**src/rtl/ifetch_bp.sv**
```systemverilog
// Instruction fetch unit with a 2-bit-counter branch history table.
// Presents the fetch PC to the ICache, pushes one instruction per cycle to the
// IQueue with a predicted next PC, stalls on JALR until the resolved target
// arrives, and stops on the halt encoding until redirected.
module ifetch_bp #(
  parameter int          BHT_IDX_W = 6,
  parameter logic [31:0] RESET_PC  = 32'h0,
  parameter logic [31:0] HALT_INST = 32'h0ff00513
) (
  input  logic        clk,
  input  logic        rst_n,
  input  logic        rdy,
  output logic [31:0] ic_pc,
  input  logic        ic_hit,
  input  logic [31:0] ic_inst,
  input  logic        iq_full,
  output logic        iq_valid,
  output logic [31:0] iq_inst,
  output logic [31:0] iq_pc,
  output logic [31:0] iq_pred_pc,
  output logic        iq_pred_taken,
  input  logic        br_valid,
  input  logic        br_is_cond,
  input  logic [31:0] br_pc,
  input  logic        br_taken,
  input  logic        br_redirect,
  input  logic [31:0] br_target,
  output logic        halted
);

  localparam int         BHT_N     = 1 << BHT_IDX_W;
  localparam logic [6:0] OP_JAL    = 7'b1101111;
  localparam logic [6:0] OP_JALR   = 7'b1100111;
  localparam logic [6:0] OP_BRANCH = 7'b1100011;

  typedef enum logic [1:0] {S_FETCH, S_WAIT_JALR, S_HALT} state_t;

  state_t      state_q, state_d;
  logic [31:0] pc_q, pc_d;
  logic        iq_valid_q, iq_valid_d;
  logic [31:0] iq_inst_q, iq_inst_d;
  logic [31:0] iq_pc_q, iq_pc_d;
  logic [31:0] iq_pred_pc_q, iq_pred_pc_d;
  logic        iq_pred_taken_q, iq_pred_taken_d;
  logic        halted_q, halted_d;
  logic [1:0]  bht_q [BHT_N];
  logic [1:0]  bht_d [BHT_N];

  logic                 fire;
  logic                 is_halt;
  logic [6:0]           opcode;
  logic [31:0]          j_imm;
  logic [31:0]          b_imm;
  logic [31:0]          pred_pc;
  logic                 pred_taken;
  logic [BHT_IDX_W-1:0] lookup_idx;
  logic [BHT_IDX_W-1:0] upd_idx;
  logic                 unused_br_pc_bits;

  assign opcode     = ic_inst[6:0];
  assign is_halt    = (ic_inst == HALT_INST);
  assign j_imm      = {{11{ic_inst[31]}}, ic_inst[31], ic_inst[19:12], ic_inst[20],
                       ic_inst[30:21], 1'b0};
  assign b_imm      = {{19{ic_inst[31]}}, ic_inst[31], ic_inst[7], ic_inst[30:25],
                       ic_inst[11:8], 1'b0};
  assign lookup_idx = pc_q[BHT_IDX_W+1:2];
  assign upd_idx    = br_pc[BHT_IDX_W+1:2];
  assign unused_br_pc_bits = ^{br_pc[31:BHT_IDX_W+2], br_pc[1:0]};

  assign ic_pc         = pc_q;
  assign iq_valid      = iq_valid_q;
  assign iq_inst       = iq_inst_q;
  assign iq_pc         = iq_pc_q;
  assign iq_pred_pc    = iq_pred_pc_q;
  assign iq_pred_taken = iq_pred_taken_q;
  assign halted        = halted_q;

  // State register.
  always_ff @(posedge clk or negedge rst_n) begin
    if (!rst_n) state_q <= S_FETCH;
    else        state_q <= state_d;
  end

  // Next state: a redirect always restarts fetch; JALR and halt leave FETCH.
  always_comb begin
    state_d = state_q;
    if (rdy) begin
      if (br_redirect)                 state_d = S_FETCH;
      else if (fire && is_halt)        state_d = S_HALT;
      else if (fire && opcode == OP_JALR) state_d = S_WAIT_JALR;
    end
  end

  // State-derived control: a push happens only while fetching and unblocked.
  always_comb begin
    fire = rdy && (state_q == S_FETCH) && ic_hit && !iq_full && !br_redirect;
  end

  // Next-PC prediction; the BHT is read before this cycle's update lands.
  always_comb begin
    pred_pc    = pc_q + 32'd4;
    pred_taken = 1'b0;
    case (opcode)
      OP_JAL: pred_pc = pc_q + j_imm;
      OP_BRANCH: begin
        if (bht_q[lookup_idx][1]) begin
          pred_pc    = pc_q + b_imm;
          pred_taken = 1'b1;
        end
      end
      default: ;
    endcase
  end

  // Datapath next values: redirect beats push, everything holds while !rdy.
  always_comb begin
    pc_d            = pc_q;
    iq_valid_d      = iq_valid_q;
    iq_inst_d       = iq_inst_q;
    iq_pc_d         = iq_pc_q;
    iq_pred_pc_d    = iq_pred_pc_q;
    iq_pred_taken_d = iq_pred_taken_q;
    halted_d        = halted_q;
    if (rdy) begin
      iq_valid_d = 1'b0;
      if (br_redirect) begin
        pc_d     = br_target;
        halted_d = 1'b0;
      end else if (fire) begin
        iq_valid_d      = 1'b1;
        iq_inst_d       = ic_inst;
        iq_pc_d         = pc_q;
        iq_pred_pc_d    = pred_pc;
        iq_pred_taken_d = pred_taken;
        if (is_halt) halted_d = 1'b1;   // halt keeps the PC parked on itself
        else         pc_d     = pred_pc;
      end
    end
  end

  // Datapath registers.
  always_ff @(posedge clk or negedge rst_n) begin
    if (!rst_n) begin
      pc_q            <= RESET_PC;
      iq_valid_q      <= 1'b0;
      iq_inst_q       <= 32'h0;
      iq_pc_q         <= 32'h0;
      iq_pred_pc_q    <= 32'h0;
      iq_pred_taken_q <= 1'b0;
      halted_q        <= 1'b0;
    end else begin
      pc_q            <= pc_d;
      iq_valid_q      <= iq_valid_d;
      iq_inst_q       <= iq_inst_d;
      iq_pc_q         <= iq_pc_d;
      iq_pred_pc_q    <= iq_pred_pc_d;
      iq_pred_taken_q <= iq_pred_taken_d;
      halted_q        <= halted_d;
    end
  end

  // Saturating counter update for resolved conditional branches.
  always_comb begin
    bht_d = bht_q;
    if (rdy && br_valid && br_is_cond) begin
      if (br_taken) begin
        if (bht_q[upd_idx] != 2'b11) bht_d[upd_idx] = bht_q[upd_idx] + 2'd1;
      end else begin
        if (bht_q[upd_idx] != 2'b00) bht_d[upd_idx] = bht_q[upd_idx] - 2'd1;
      end
    end
  end

  // BHT storage; every counter starts weakly not-taken.
  always_ff @(posedge clk or negedge rst_n) begin
    if (!rst_n) begin
      for (int i = 0; i < BHT_N; i++) bht_q[i] <= 2'b01;
    end else begin
      bht_q <= bht_d;
    end
  end

endmodule

```
**config.mk**
```make
export PLATFORM = sky130hd
export DESIGN_NAME = ifetch_bp
export DESIGN_NICKNAME = d
export VERILOG_FILES = /design/src/rtl/ifetch_bp.sv
export SDC_FILE = /design/constraint.sdc
export NUM_CORES = 1
export LEC_CHECK = 0
export ABC_AREA = 1
export CORE_MARGIN = 3
export CORE_UTILIZATION = 25
export CTS_BUF_LIST = sky130_fd_sc_hd__clkbuf_4 sky130_fd_sc_hd__clkbuf_8 sky130_fd_sc_hd__clkbuf_16
export CTS_CLUSTER_SIZE = 12
export DETAILED_ROUTE_END_ITERATION = 6
export HOLD_SLACK_MARGIN = 0.15
export MAX_ROUTING_LAYER = met4
export PLACE_DENSITY = 0.53
export SETUP_SLACK_MARGIN = 0.15
export SLEW_MARGIN = 20
export SYNTH_ARGS = -nofsm -noshare
export SYNTH_HDL_FRONTEND = slang
export SYNTH_SLANG_ARGS = --single-unit
```
**constraint.sdc**
```tcl
create_clock -name clk -period 3.2 [get_ports clk]
set_input_delay 0.48 -clock clk [delete_from_list [all_inputs] [get_ports clk]]
set_output_delay 0.48 -clock clk [all_outputs]
set_load 0.05 [all_outputs]
```
==> qor.yml <==
detailed_routing:
  via_per_inst: 4.65
  drcViolationCount: 0
  drt_iter0_drc: 1670
  postRouteAntennaNets: 0
  totalWireLength_um: 78200
  first_pass_iters: 7
  wl_per_cell_um: 18.7
  vias: 19400
sta:
  worstMarginPinSlew_ns: 0.712
  post-route-period-util_pct: 90.9
  layout_min_cycle_time_ns: 2.91
  rsz0062_at_grt: "yes"
  max_freq_mhz: 344
  clock_skew_ns: 0.0349
  finalHoldViolations: 0
  slew_headroom_pct: 52.4
  setup_ws_ns: 0.292
  fin_hold_ws_ns: 0.444
  slew_violations: 0
  finalSetupViolCount: 0
place:
  routabilityCongestion: 0.964
  io_buffers: 209
  pre_cts_ws_ns: -0.761
  dp_hpwl_um: 61100
worst_setup_path:
  path_class: "in -> reg"
  crit_chain: "dlygate4sd2_1, buf_4, nand3_1, buf_6, o22ai_1, nor2_1, o211ai_1, o21ai_0, nand2_2, nor2_2, nand2_2, ha_1, mux2i_1, nand4_1, buf_6, nor2_2, inv_1, buf_4, nor2_2, inv_2, nand2_1, o21ai_0"
  cpMostUsedCell: "nor2_2"
  crit_fanout: 8
  required_ns: 3.63
  cpPeakStageDelay_ns: 0.26
  r2r_cells: 19
  cp.arrival_ns: 3.33
  worst_setup_path_end_kind: "flip-flop"
  crit_family: "buffers and inverters"
  cp_num_buf_inv: 7
  worst-path-stages: 22
  slowest_stage: "dlygate4sd2_1"
  startpoint_type: "input pin"
clock_tree:
  cts_buffers: 35
  cts_max_path_buffers: 3
  clock_latency_ns: 0.57
  cts.htree.levels: 2
  cts_tree: "done"
  clock_sinks: 260
  root_buffer: "clkbuf_16"
  path_clk_slew_ns: 0.06
synth:
  yosysWarnings: 0
  synth-async-reset-ratio_pct: 100
  synth_compound_area_share_pct: 8.06
  synth_nets: 3022
  synth_top_cell_by_area: "dfrtp_1"
  synth_area_leaders: "dfrtp_1 27%, nand2_1 24%, dfstp_2 9.3%"
  netlist_area_um2: 18100
  syn_inst: 2869
  synth_ff_type: "dfrtp_1"
  synth_xor_area_share_pct: 1.84
  synthAdderAreaFrac_pct: 3.41
  yosys.area_share.simple_pct: 39.3
  avgSynthCellArea_um2: 6.30
  synth_top_area_share_pct: 27.1
  synth_seq_area_share_pct: 36.4
  ys_types: 43
  synth_edf_count: 0
  synth_top_family_by_area: "simple AND/OR/NAND/NOR gates"
  yosys_register_bits: 260
  synthMuxAreaShare_pct: 0.0554
power_and_ir_drop:
  vdd_drop_max_mv: 0.348
  p_leak_nw: 11.9
  power.density_nw_per_um2: 600
die:
  initial_core_util_pct: 25.5
  ios: 236
  dieHeight_um: 275
  fp.dieW_um: 275
  fp.dieArea_um2: 75600
  core_area_um2: 70900
  num_rows: 97
final_layout:
  seq_area_um2: 6590
  multiInputGateArea_um2: 9830
  synthToLayoutAreaGrowth_pct: 33.2
  drive_gt1_share_pct: 13.1
  n_fill_cell: 7805
  finalNetCount: 3367
run_status:
  status: "complete, no violations"
flow_run:
  maxCapViolCount: 0
global_route:
  grt_max_degree: 67
  antenna_found_initial: 1
  grt_pass1_vias: 18500
  overflow: 0
  grt_usage_pct: 20.9
  grt_pass1_wl_um: 116000
worst_hold_path:
  hold_class: "in -> async"
==> per-stage QoR <==
step                TNS, ns  power, W  instance area [um^2]  util (%)  instances
floorplan                 0   0.00792                 18100         -       2869
finish                    0    0.0145                 24100      34.0       4181
global placement     -80.36    0.0105                 22600      31.8       4110
CTS                       0    0.0145                 23800      33.6       4176
global route              0    0.0153                 24100      34.0       4181
detailed placement   -84.32    0.0105                 22600      31.8       4110
==> area by class of cell <==
class                   instances  share of cell area (%)
diodes                          1                  0.0104
clock buffers                  49                    4.26
clock inverters                14                   0.624
inverters                     409                    6.43
multi-input cells            2114                    40.8
flip-flops and latches        260                    27.4
well taps                     940                    4.88
repair buffers                394                    15.6
==> worst paths after layout <==
check	from	end	slack [ns]
worst min-delay path	rst_n	iq_pred_pc[20]$_DFFE_PN0P_	0.44
worst max-delay path	br_pc[3]	bht_q[17]$_DFFE_PN0P_	0.29
min in group clk	flip-flop	flip-flop	0.46
worst max register to register	flip-flop	bht_q[17]$_DFFE_PN0P_	0.33
max in group asynchronous	rst_n	async pin	1.90
worst min register to register	flip-flop	flip-flop	0.46
==> per-layer routing <==
metal	wire length, um	GRT usage, %	part of all wire, %	up-vias
li1	-	-	-	9632
met1	35300	28.3	45	9051
met2	34800	32.3	45	670
met3	6460	4.29	8.3	92
met4	1560	4.60	2.0	0
met5	0	-	0	-
==> synth_stat cells, types with 2 or more instances <==
cell / number
a221oi_1: 4
a22oi_1: 7
buf_1: 5
o211ai_1: 9
dfrtp_1: 196
fa_1: 2
and2_1: 2
o221ai_1: 6
buf_2: 23
nand3_1: 229
nor3_1: 35
ha_1: 46
nor4_1: 4
nand2_1: 1175
nor2_1: 280
nand3b_1: 2
o21ai_1: 2
o21bai_1: 5
dfstp_2: 64
o22a_1: 2
a31oi_1: 2
xnor2_1: 17
nand3_2: 4
o22ai_1: 34
o21ai_0: 137
or2_2: 7
buf_6: 5
buf_4: 11
a21oi_1: 47
nand4_1: 25
clkbuf_1: 42
o31ai_1: 3
inv_2: 5
xor2_1: 21
inv_1: 403
==> cells by family (layout without fill, tap and decap cells) <==
| family | Yosys count | after routing |
|---|---|---|
| muxes | 1 | 1 |
| buffers and inverters | 495 | 866 |
| and+or+nand+nor | 1767 | 1767 |
| AOI/OAI and AO/OA | 260 | 260 |
| xor gates and xnor gates | 38 | 38 |
| DFF | 260 | 260 |
| other | 0 | 1 |
| adders and majority gates | 48 | 48 |
==> power by group <==
part / switching [W] / internal (W) / total, W
sequential: 0.000409 / 0.00375 / 0.00416
combinational: 0.00425 / 0.00205 / 0.00630
clock: 0.00165 / 0.00235 / 0.00400
==> worst reg2reg max path: stages, from the launching register on <==
cell	delay [ns]
dfstp_2	0.55
o22ai_1	0.11
buf_4	0.15
nor3_1	0.19
o211ai_1	0.12
nand2_1	0.09
nand2_2	0.07
nor2_2	0.15
nand2_2	0.08
ha_1	0.19
mux2i_1	0.14
nand4_1	0.13
buf_6	0.16
nor2_2	0.08
inv_1	0.09
buf_4	0.18
nor2_2	0.12
inv_2	0.05
nand2_1	0.05
o21ai_0	0.07
==> timing repair <==
action / in CTS / in global routing
gates resized for setup: 18 / 111
setup buffers: 2 / 4
pin swaps: 2 / 12
setup endpoints to repair: 128 / 128
hold buffers: 1 / 0
endpoints found under the hold margin: 51 / 0
==> layout by cell type (no fill, tap or decap), types with 16 or more instances in the layout <==
cell	netlist	layout
o22ai_1	34	33
ha_1	46	46
clkbuf_16	0	35
buf_12	0	20
dfstp_2	64	64
nand2_1	1175	1172
inv_2	5	23
nor3_1	35	35
clkdlybuf4s50_1	0	205
xnor2_1	17	17
inv_1	403	382
nand3_1	229	227
a21oi_1	47	46
buf_4	11	155
o21ai_0	137	127
nor2_1	280	219
xor2_1	21	20
dfrtp_1	196	195
nor2_4	0	16
nand4_1	25	25
nor2_2	1	46
No activity file was read; power rests on OpenSTA's default activity.
